<file path="config.mk">
export PLATFORM = sky130hd
export DESIGN_NAME = load_store_unit
export DESIGN_NICKNAME = d
export VERILOG_FILES = /design/src/rtl/lsu_pkg.sv /design/src/rtl/load_store_unit_align.sv /design/src/rtl/load_store_unit.sv
export SDC_FILE = /design/constraint.sdc
export NUM_CORES = 1
export LEC_CHECK = 0
export ABC_AREA = 0
export CORE_MARGIN = 3
export CORE_UTILIZATION = 34
export CTS_BUF_LIST = sky130_fd_sc_hd__clkbuf_8
export CTS_CLUSTER_SIZE = 40
export DETAILED_ROUTE_END_ITERATION = 8
export SETUP_SLACK_MARGIN = 0.3
export SYNTH_ARGS = -nofsm -noshare
export SYNTH_HDL_FRONTEND = slang
export SYNTH_SLANG_ARGS = --single-unit
</file>
<file path="constraint.sdc">
create_clock -name clk -period 6.8 [get_ports clk]
set_input_delay 1.02 -clock clk [delete_from_list [all_inputs] [get_ports clk]]
set_output_delay 1.02 -clock clk [all_outputs]
set_load 0.005 [all_outputs]
</file>
<file path="src/rtl/lsu_pkg.sv">
// Shared types and helpers for the load/store unit.
// Holds the FSM state encoding, funct3 codes and access sizing.
package lsu_pkg;

  typedef enum logic [2:0] {
    IDLE = 3'd0,
    RD0  = 3'd1,
    RD1  = 3'd2,
    WR0  = 3'd3,
    WR1  = 3'd4,
    RESP = 3'd5
  } lsu_state_t;

  localparam logic [2:0] F3_B  = 3'd0;
  localparam logic [2:0] F3_H  = 3'd1;
  localparam logic [2:0] F3_W  = 3'd2;
  localparam logic [2:0] F3_BU = 3'd4;
  localparam logic [2:0] F3_HU = 3'd5;

  // Bytes touched by an access; 0 marks an illegal funct3.
  function automatic logic [2:0] access_size(
    input logic [2:0] f3
  );
    logic [2:0] sz;
    sz = 3'd0;
    unique case (1'b1)
      (f3 == F3_B) || (f3 == F3_BU): sz = 3'd1;
      (f3 == F3_H) || (f3 == F3_HU): sz = 3'd2;
      (f3 == F3_W):                  sz = 3'd4;
      default:                       sz = 3'd0;
    endcase
    return sz;
  endfunction

endpackage

</file>
<file path="src/rtl/load_store_unit_align.sv">
// Byte-lane steering for the load/store unit.
// Gathers load bytes across two words and merges store bytes into them.
module lsu_align
  import lsu_pkg::*;
(
  input  logic [1:0]  off_i,
  input  logic [2:0]  size_i,
  input  logic        sext_i,
  input  logic [7:0]  buf0_i [0:3],
  input  logic [7:0]  buf1_i [0:3],
  input  logic [31:0] wdata_i,
  output logic [31:0] ld_o,
  output logic [7:0]  wr0_o [0:3],
  output logic [7:0]  wr1_o [0:3]
);

  logic [7:0] cat [0:7];
  logic [7:0] g   [0:3];

  always_comb begin
    for (int i = 0; i < 4; i++) begin
      cat[i]     = buf0_i[i];
      cat[i + 4] = buf1_i[i];
    end
    for (int i = 0; i < 4; i++) begin
      g[i] = cat[{1'b0, off_i} + 3'(i)];
    end
  end

  always_comb begin
    ld_o = {g[3], g[2], g[1], g[0]};
    unique case (size_i)
      3'd1: ld_o = {{24{sext_i & g[0][7]}}, g[0]};
      3'd2: ld_o = {{16{sext_i & g[1][7]}}, g[1], g[0]};
      default: ld_o = {g[3], g[2], g[1], g[0]};
    endcase
  end

  // Lane j of W0 takes store byte j-off; lane j of W1 takes byte j+4-off.
  always_comb begin
    logic [2:0] k0;
    logic [2:0] k1;
    for (int j = 0; j < 4; j++) begin
      k0 = 3'(j) - {1'b0, off_i};
      k1 = 3'(j) + 3'd4 - {1'b0, off_i};
      wr0_o[j] = buf0_i[j];
      wr1_o[j] = buf1_i[j];
      if ((2'(j) >= off_i) && (k0 < size_i))
        wr0_o[j] = wdata_i[{k0[1:0], 3'b000} +: 8];
      if (k1 < size_i)
        wr1_o[j] = wdata_i[{k1[1:0], 3'b000} +: 8];
    end
  end

endmodule

</file>
<file path="src/rtl/load_store_unit.sv">
// Data-memory front end: RV32I loads/stores with split accesses.
// Sub-word stores use read-modify-write since memory lacks byte enables.
module load_store_unit
  import lsu_pkg::*;
(
  input  logic        clk,
  input  logic        rst_b,
  input  logic        req_valid,
  output logic        req_ready,
  input  logic        req_store,
  input  logic [2:0]  req_func3,
  input  logic [31:0] req_addr,
  input  logic [31:0] req_wdata,
  output logic        resp_valid,
  output logic [31:0] resp_rdata,
  output logic        resp_err,
  output logic [31:0] mem_addr,
  input  logic [7:0]  mem_data_out [0:3],
  output logic [7:0]  mem_data_in [0:3],
  output logic        mem_write_en
);

  lsu_state_t state_q, state_d;

  logic        store_q;
  logic [2:0]  f3_q;
  logic [31:0] addr_q;
  logic [31:0] wdata_q;
  logic [7:0]  buf0_q [0:3];
  logic [7:0]  buf1_q [0:3];
  logic [7:0]  buf0_d [0:3];
  logic [7:0]  buf1_d [0:3];
  logic [31:0] rdata_q, rdata_d;
  logic        err_q, err_d;

  logic [2:0]  size, req_size;
  logic        split, req_ill, sext;
  logic [31:0] w0, w1, ld_val;
  logic [7:0]  wr0 [0:3];
  logic [7:0]  wr1 [0:3];

  assign size     = access_size(f3_q);
  assign req_size = access_size(req_func3);
  assign req_ill  = (req_size == 3'd0) ||
                    (req_store && (req_func3 > F3_W));
  assign split    = ({2'b00, addr_q[1:0]} +
                     {1'b0, size}) > 4'd4;
  assign sext     = (f3_q == F3_B) || (f3_q == F3_H);
  assign w0       = {addr_q[31:2], 2'b00};
  assign w1       = w0 + 32'd4;

  // Fresh read data feeds the aligner in the cycle it is captured.
  always_comb begin
    buf0_d = buf0_q;
    buf1_d = buf1_q;
    if (state_q == RD0) buf0_d = mem_data_out;
    if (state_q == RD1) buf1_d = mem_data_out;
  end

  lsu_align u_align (
    .off_i   (addr_q[1:0]),
    .size_i  (size),
    .sext_i  (sext),
    .buf0_i  (buf0_d),
    .buf1_i  (buf1_d),
    .wdata_i (wdata_q),
    .ld_o    (ld_val),
    .wr0_o   (wr0),
    .wr1_o   (wr1)
  );

  always_ff @(posedge clk or negedge rst_b) begin
    if (!rst_b) state_q <= IDLE;
    else        state_q <= state_d;
  end

  always_comb begin
    state_d = state_q;
    unique case (state_q)
      IDLE: begin
        if (req_valid) begin
          if (req_ill)
            state_d = RESP;
          else if (req_store && (req_func3 == F3_W) &&
                   (req_addr[1:0] == 2'b00))
            state_d = WR0;
          else
            state_d = RD0;
        end
      end
      RD0: begin
        if (split)        state_d = RD1;
        else if (store_q) state_d = WR0;
        else              state_d = RESP;
      end
      RD1:  state_d = store_q ? WR0 : RESP;
      WR0:  state_d = split ? WR1 : RESP;
      WR1:  state_d = RESP;
      RESP: state_d = IDLE;
      default: state_d = IDLE;
    endcase
  end

  always_comb begin
    req_ready    = 1'b0;
    resp_valid   = 1'b0;
    mem_addr     = 32'h0;
    mem_write_en = 1'b0;
    mem_data_in  = '{default: 8'h00};
    unique case (state_q)
      IDLE: req_ready = 1'b1;
      RD0:  mem_addr  = w0;
      RD1:  mem_addr  = w1;
      WR0: begin
        mem_addr     = w0;
        mem_data_in  = wr0;
        mem_write_en = 1'b1;
      end
      WR1: begin
        mem_addr     = w1;
        mem_data_in  = wr1;
        mem_write_en = 1'b1;
      end
      RESP: resp_valid = 1'b1;
      default: req_ready = 1'b0;
    endcase
  end

  always_ff @(posedge clk or negedge rst_b) begin
    if (!rst_b) begin
      store_q <= 1'b0;
      f3_q    <= 3'd0;
      addr_q  <= 32'h0;
      wdata_q <= 32'h0;
    end else if ((state_q == IDLE) && req_valid) begin
      store_q <= req_store;
      f3_q    <= req_func3;
      addr_q  <= req_addr;
      wdata_q <= req_wdata;
    end
  end

  // Only an illegal request can jump straight from IDLE to RESP.
  always_comb begin
    rdata_d = rdata_q;
    err_d   = err_q;
    if (state_d == RESP) begin
      if (state_q == IDLE) begin
        rdata_d = 32'h0;
        err_d   = 1'b1;
      end else begin
        rdata_d = store_q ? 32'h0 : ld_val;
        err_d   = 1'b0;
      end
    end
  end

  always_ff @(posedge clk or negedge rst_b) begin
    if (!rst_b) begin
      buf0_q  <= '{default: 8'h00};
      buf1_q  <= '{default: 8'h00};
      rdata_q <= 32'h0;
      err_q   <= 1'b0;
    end else begin
      buf0_q  <= buf0_d;
      buf1_q  <= buf1_d;
      rdata_q <= rdata_d;
      err_q   <= err_d;
    end
  end

  assign resp_rdata = rdata_q;
  assign resp_err   = err_q;

endmodule

</file>
==> flow_summary_export.csv, run 1 <==
group,metric,value,unit
clock_tree,clock_path_buffers,2,
clock_tree,cts_max_level,4,
timing,hold_violations,0,
timing,finalMaxSlewViolations,0,
synth,synth_area_leaders,"dfrtp_1 38%, mux4_2 15%, mux2_2 9.3%",
die,die_area,34970,um2
run_status,outcome,"completed",
clock_tree,hold_buffers,0,
detailed_routing,wl_met1,16.21,mm
synth,synth_area,11140,um2
cells_and_area,fillers,3095,
timing,finalSetupTns,0,ps
worst_setup_path,rr_startpoint,"f3_q[1]",
detailed_routing,ant_nets,0,
placed_design,place_congestion,0.8451,
worst_setup_path,end_kind,"output pin",
timing,rsz0062_at_grt,"no",
clock_tree,cts_resized,0,
cells_and_area,most-common-layout-cells,"199 x clkdlybuf4s50_1, 178 x nand2_1, 167 x dfrtp_1",
worst_setup_path,crit_type,"reg -> out",
detailed_routing,met2WireLength,15.36,mm
timing,worst_pin_slew,1217,ps
worst_setup_path,crit_arrival,4560,ps
cells_and_area,area_growth_syn_to_layout,24.15,%
timing,setup_violations,0,
worst_hold_path,hp-class,"reg -> reg",
global_route,grt_pass1_wl,52.35,mm
timing,period_share,0.8208,
synth,yosysSeqAreaShare,0.3774,
timing,fin_skew,23.58,ps
detailed_routing,vias,8925,
detailed_routing,wire_per_inst,20.90,um
global_route,grt_use_total,0.1898,
timing,max_freq,0.1792,GHz
synth,synthArstFlopShare,1.000,
detailed_routing,dr.first_iter.drc_count,715,
clock_tree,cts_tree,"done",
synth,synth_edf_count,0,
die,initial_utilization,0.3486,
placed_design,io_buffers,200,
placed_design,pre_cts_slack,1784,ps
global_route,grt_pass1_vias,8535,
global_route,antenna_found_initial,2,
worst_setup_path,crit_start,"addr_q[1]",
clock_tree,clkTransAtPathRegs,110,ps
detailed_routing,drtPass1Iterations,5,
cells_and_area,drive_gt1_frac,0.1929,
detailed_routing,met3WireLength,2.052,mm
cells_and_area,seq_area,4208,um2
timing,slew_headroom,0.1886,
worst_setup_path,r2r_slack,2920,ps
clock_tree,root_buffer,"clkbuf_8",
clock_tree,insertion_delay,470,ps
clock_tree,cts_sinks,168,
detailed_routing,top_layer_used,"met4",
worst_setup_path,r2r_end,"resp_rdata[11]",
power,p_leak,5.506,nW
worst_setup_path,setup.worst_path.end,"mem_data_in[10]",
worst_setup_path,start_kind,"flop",
worst_setup_path,path_max_fanout,25,
cells_and_area,multi_input_area,6519,um2
timing,fin_crit,5582,ps
cells_and_area,nets,1297,
die,row_count,65,
synth,yosysTopAreaCell,"dfrtp_1",
die,die_height,187.0,um
synth,synthCells,1018,
die,io_pins,203,
synth,synth_top_area_frac,0.3774,
detailed_routing,totalWireLength,33.94,mm
synth,synth.avg_cell_area,10.94,um2
synth,synth_cell_type_count,59,
power,peakVddDrop,0.2348,mV
worst_setup_path,reg2reg_depth,10,
detailed_routing,vias_per_cell,5.496,
detailed_routing,drc,0,
timing,setup_ws,1218,ps
global_route,grt_overflow,0,
synth,synthFlopType,"dfrtp_1",
die,core_area,31960,um2
synth,yosysWarnings,0,
job,max_cap_violations,0,
die,chipWidth,187.0,um
worst_setup_path,required,5780,ps
global_route,grt_max_degree,101,
synth,synth_seq_cells,168,
clock_tree,cts_setup_buffers,0,
cells_and_area,layout_commonest_cell,"clkdlybuf4s50_1",
clock_tree,cts_made_buffers,17,
placed_design,dp_hpwl,24.76,mm
power,powerDensity,557.3,nW/um2
==> power breakdown <==
part | internal (mW) | total, mW | switching [mW]
registers | 1.47 | 1.98 | 0.508
logic | 2.51 | 5.00 | 2.49
clock network | 0.276 | 0.725 | 0.450
==> layer usage <==
layer | vias to the layer above | GRT usage
met5 | - | 0
met4 | 0 | 0.03780
met3 | 15 | 0.04029
met2 | 309 | 0.2870
met1 | 4460 | 0.2825
li1 | 4141 | -
==> cell type report <==
type / count / share of cell area
multi-input cells: 757 / 0.4713
inverters: 16 / 0.004342
clock inverters: 15 / 0.01104
flip-flops and latches: 168 / 0.3042
well taps: 435 / 0.03935
diodes: 2 / 0.0003619
repair buffers: 214 / 0.1524
clock buffers: 17 / 0.01692
==> synthesized netlist by cell type (all sizes together) (2+ instances only) <==
| library cell | instances |
|---|---|
| nand2 | 178 |
| dfrtp | 168 |
| mux2 | 118 |
| mux4 | 75 |
| mux2i | 67 |
| o21ai | 54 |
| buf | 47 |
| nor2 | 38 |
| o22ai | 33 |
| clkbuf | 31 |
| ha | 19 |
| a21oi | 18 |
| o31ai | 17 |
| inv | 15 |
| a31oi | 14 |
| nand3 | 12 |
| o211ai | 10 |
| a221oi | 9 |
| nand4 | 9 |
| a22o | 8 |
| o31a | 8 |
| a22oi | 7 |
| nand2b | 7 |
| a21o | 6 |
| and2 | 6 |
| and3 | 6 |
| o311ai | 4 |
| or2 | 4 |
| nor3 | 3 |
| or3 | 3 |
| and4 | 2 |
| nor2b | 2 |
| nor3b | 2 |
| nor4 | 2 |
| o21bai | 2 |
| or3b | 2 |
==> how the worst min path moves through the flow <==
stage / startpoint / endpoint / slack, ps / cells after the start
2_1_floorplan: buf1_q[7] / buf1_q[7] / 460 / 2
3_3_place_gp: resp_rdata[0] / resp_rdata[0] / 470 / 2
3_5_place_dp: resp_rdata[5] / resp_rdata[5] / 470 / 2
4_1_cts: resp_rdata[5] / resp_rdata[5] / 490 / 2
5_1_grt: resp_rdata[17] / resp_rdata[17] / 520 / 2
6_report: resp_rdata[5] / resp_rdata[5] / 490 / 2
==> state kept, by name, indices dropped and copies added (netlist names) <==
register    flops
addr_q         32
store_q         1
buf1_q         32
buf0_q         32
wdata_q        32
resp_rdata     32
state_q         3
resp_err        1
f3_q            3
==> kinds of logic after synthesis <==
group	count (synthesis)	synth area share
AOI/OAI and AO/OA	195	0.1159
buffers and inverters	94	0.03987
DFF	168	0.3774
other	1	0.0003366
and+or+nand+nor	279	0.1115
adders and majority gates	20	0.02314
xor gates and xnor gates	1	0.0007863
muxes	260	0.3311
==> critical path: stages, from the launching register on <==
cell             delay, ps
dfrtp_1                360
clkinv_1               350
ha_1                   430
buf_4                  380
inv_2                  200
ha_1                   330
a21oi_1                130
o21bai_1               910
mux2i_1                170
o22ai_1                270
clkdlybuf4s50_1        560
==> per-stage QoR <==
stage                     utilization  std cells  total power, mW  cell area (um2)  hold WS (ps)
final                          0.4327       1624            7.708            13830         487.1
after global routing           0.4327       1624            8.244            13830         520.4
after CTS                      0.4326       1622            7.709            13830         494.9
after detailed placement       0.4205       1590            6.965            13440         471.0
after global placement         0.4205       1590            6.879            13440         465.9
after floorplan                     -       1019            5.330            11140         457.3
Power figures use the tool's default switching activity.
==> run 2: changes to the inputs <==
==> constraint.sdc (replaced) <==
create_clock -name clk -period 5.5 [get_ports clk]
set_input_delay 0.825 -clock clk [delete_from_list [all_inputs] [get_ports clk]]
set_output_delay 0.825 -clock clk [all_outputs]
set_load 0.005 [all_outputs]
==> run 2 against run 1 <==
Against the previous run: hold slack got worse by 110 ps; core utilization rose by 0.28 points; sequential share of layout area fell by 0.20 points; die area did not move; register-to-register slack got worse by 1200 ps; clock-buffer cell count did not move.
==> flow_summary_export.csv, run 2 (synthesis gave the netlist of run 1 again) <==
group,metric,value,unit
run_status,outcome,"completed",
placed_design,placed_area,13500,um2
worst_setup_path,crit_arrival,4050,ps
global_route,grt_overflow,0,
placed_design,io_buffers,200,
timing,worst_pin_slew,1199,ps
timing,max_freq,0.2052,GHz
die,io_pins,203,
power,finalPower,9.739,mW
power,p_leak,5.548,nW
die,die_height,187.0,um
cells_and_area,stdcell_area,13920,um2
timing,setup_ws,626.8,ps
timing,period_share,0.8860,
detailed_routing,met3WireLength,2.376,mm
clock_tree,cts_made_buffers,17,
placed_design,place_congestion,0.8554,
clock_tree,cts_max_level,4,
clock_tree,cts_tree,"done",
cells_and_area,final_cells,1628,
clock_tree,insertion_delay,480,ps
detailed_routing,met2WireLength,15.39,mm
die,chipWidth,187.0,um
cells_and_area,nets,1302,
power,peakVddDrop,0.2593,mV
worst_setup_path,required,4680,ps
worst_setup_path,critical_path.top_delay_family,"compound AO/OA/AOI/OAI gates",
placed_design,placedCellCount,1595,
global_route,grt_pass1_wl,54.31,mm
global_route,antenna_found_initial,1,
detailed_routing,top_layer_used,"met4",
worst_setup_path,rr_startpoint,"f3_q[1]",
detailed_routing,totalWireLength,34.72,mm
clock_tree,cts_sinks,168,
worst_setup_path,critPathBufInv,2,
timing,hold_slack,374.6,ps
global_route,grt_pass1_vias,8780,
detailed_routing,wire_per_inst,21.33,um
detailed_routing,wl_met1,16.40,mm
worst_setup_path,path_cells,"inv_1, nand2_1, ha_1, a21oi_1, o21ai_1, mux2i_1, o22ai_1, clkdlybuf4s50_1",
detailed_routing,drtPass1Iterations,6,
cells_and_area,area_growth_syn_to_layout,24.96,%
clock_tree,cts_setup_buffers,0,
timing,rsz0062_at_grt,"no",
timing,finalMaxSlewViolations,0,
worst_hold_path,hp-class,"in -> async",
worst_setup_path,crit_type,"reg -> out",
placed_design,pre_cts_slack,1161,ps
cells_and_area,layout_commonest_cell,"clkdlybuf4s50_1",
cells_and_area,most-common-layout-cells,"199 x clkdlybuf4s50_1, 178 x nand2_1, 167 x dfrtp_1",
timing,hold_violations,0,
timing,finalSetupTns,0,ps
worst_setup_path,critPathSlowestCell,"o21ai_1",
cells_and_area,drive_gt1_frac,0.1963,
placed_design,dp_hpwl,25.41,mm
worst_setup_path,path_max_fanout,12,
global_route,grt_use_total,0.1981,
die,die_area,34970,um2
detailed_routing,vias,9081,
die,core_area,31960,um2
die,row_count,65,
timing,fin_crit,4873,ps
worst_setup_path,end_kind,"output pin",
detailed_routing,dr.first_iter.drc_count,780,
clock_tree,root_buffer,"clkbuf_8",
timing,setup_violations,0,
worst_setup_path,crit_start,"f3_q[1]",
die,initial_utilization,0.3486,
clock_tree,clkTransAtPathRegs,110,ps
timing,slew_headroom,0.1950,
power,powerDensity,699.6,nW/um2
clock_tree,clock_path_buffers,2,
cells_and_area,final_core_util,0.4355,
detailed_routing,drc,0,
detailed_routing,ant_nets,0,
worst_setup_path,cpPeakStageDelay,920,ps
job,max_cap_violations,0,
global_route,grt_max_degree,89,
timing,fin_skew,19.29,ps
detailed_routing,vias_per_cell,5.578,
worst_setup_path,start_kind,"flop",
-- run 2: worst reg2reg max path, stage by stage, from the launching register on --
cell and delay, ps:
dfrtp_1 520, inv_1 370, nand2_1 280, fa_1 530, a221oi_1 480, nor4b_1 170
o21ai_4 460, buf_4 500, a31oi_1 140, a22o_1 210
-- run 2: layout make-up --
type | instances | area [um2]
clock inverter | 15 | 180.2
multi-input combinational | 757 | 6521
sequential | 168 | 4208
inverter | 16 | 60.06
antenna | 1 | 2.502
timing repair buffer | 219 | 2171
tap | 435 | 544.3
clock buffer | 17 | 234.0
fill | 3024 | 18040
-- run 2: path summary, 6_finish.rpt --
kind | slack, ps | cells after the start | end
hold reg to reg | 490 | 2 | resp_rdata[4]
hold / removal | 370 | 1 | wdata_q[27]
setup / recovery | 630 | 8 | mem_data_in[24]
max in group asynchronous | 4110 | 2 | buf1_q[27]
setup reg to reg | 1750 | 9 | resp_rdata[21]
min in group clk | 490 | 2 | resp_rdata[4]
-- run 2: repair_timing --
action                                  in CTS  in global routing
endpoints found under the setup margin       0                  1
hold buffers                                 0                  0
gates resized for setup                      0                  1
-- run 2: power by group --
| part | switching, mW | internal, mW |
|---|---|---|
| registers | 0.637 | 1.82 |
| logic | 3.16 | 3.16 |
| clock network | 0.535 | 0.421 |
| total | 4.33 | 5.41 |
-- run 2: metal layers --
metal | global-route usage | up-vias
li1 | - | 4137
met1 | 0.2939 | 4561
met2 | 0.2928 | 354
met3 | 0.04610 | 29
met4 | 0.04885 | 0
met5 | 0 | -
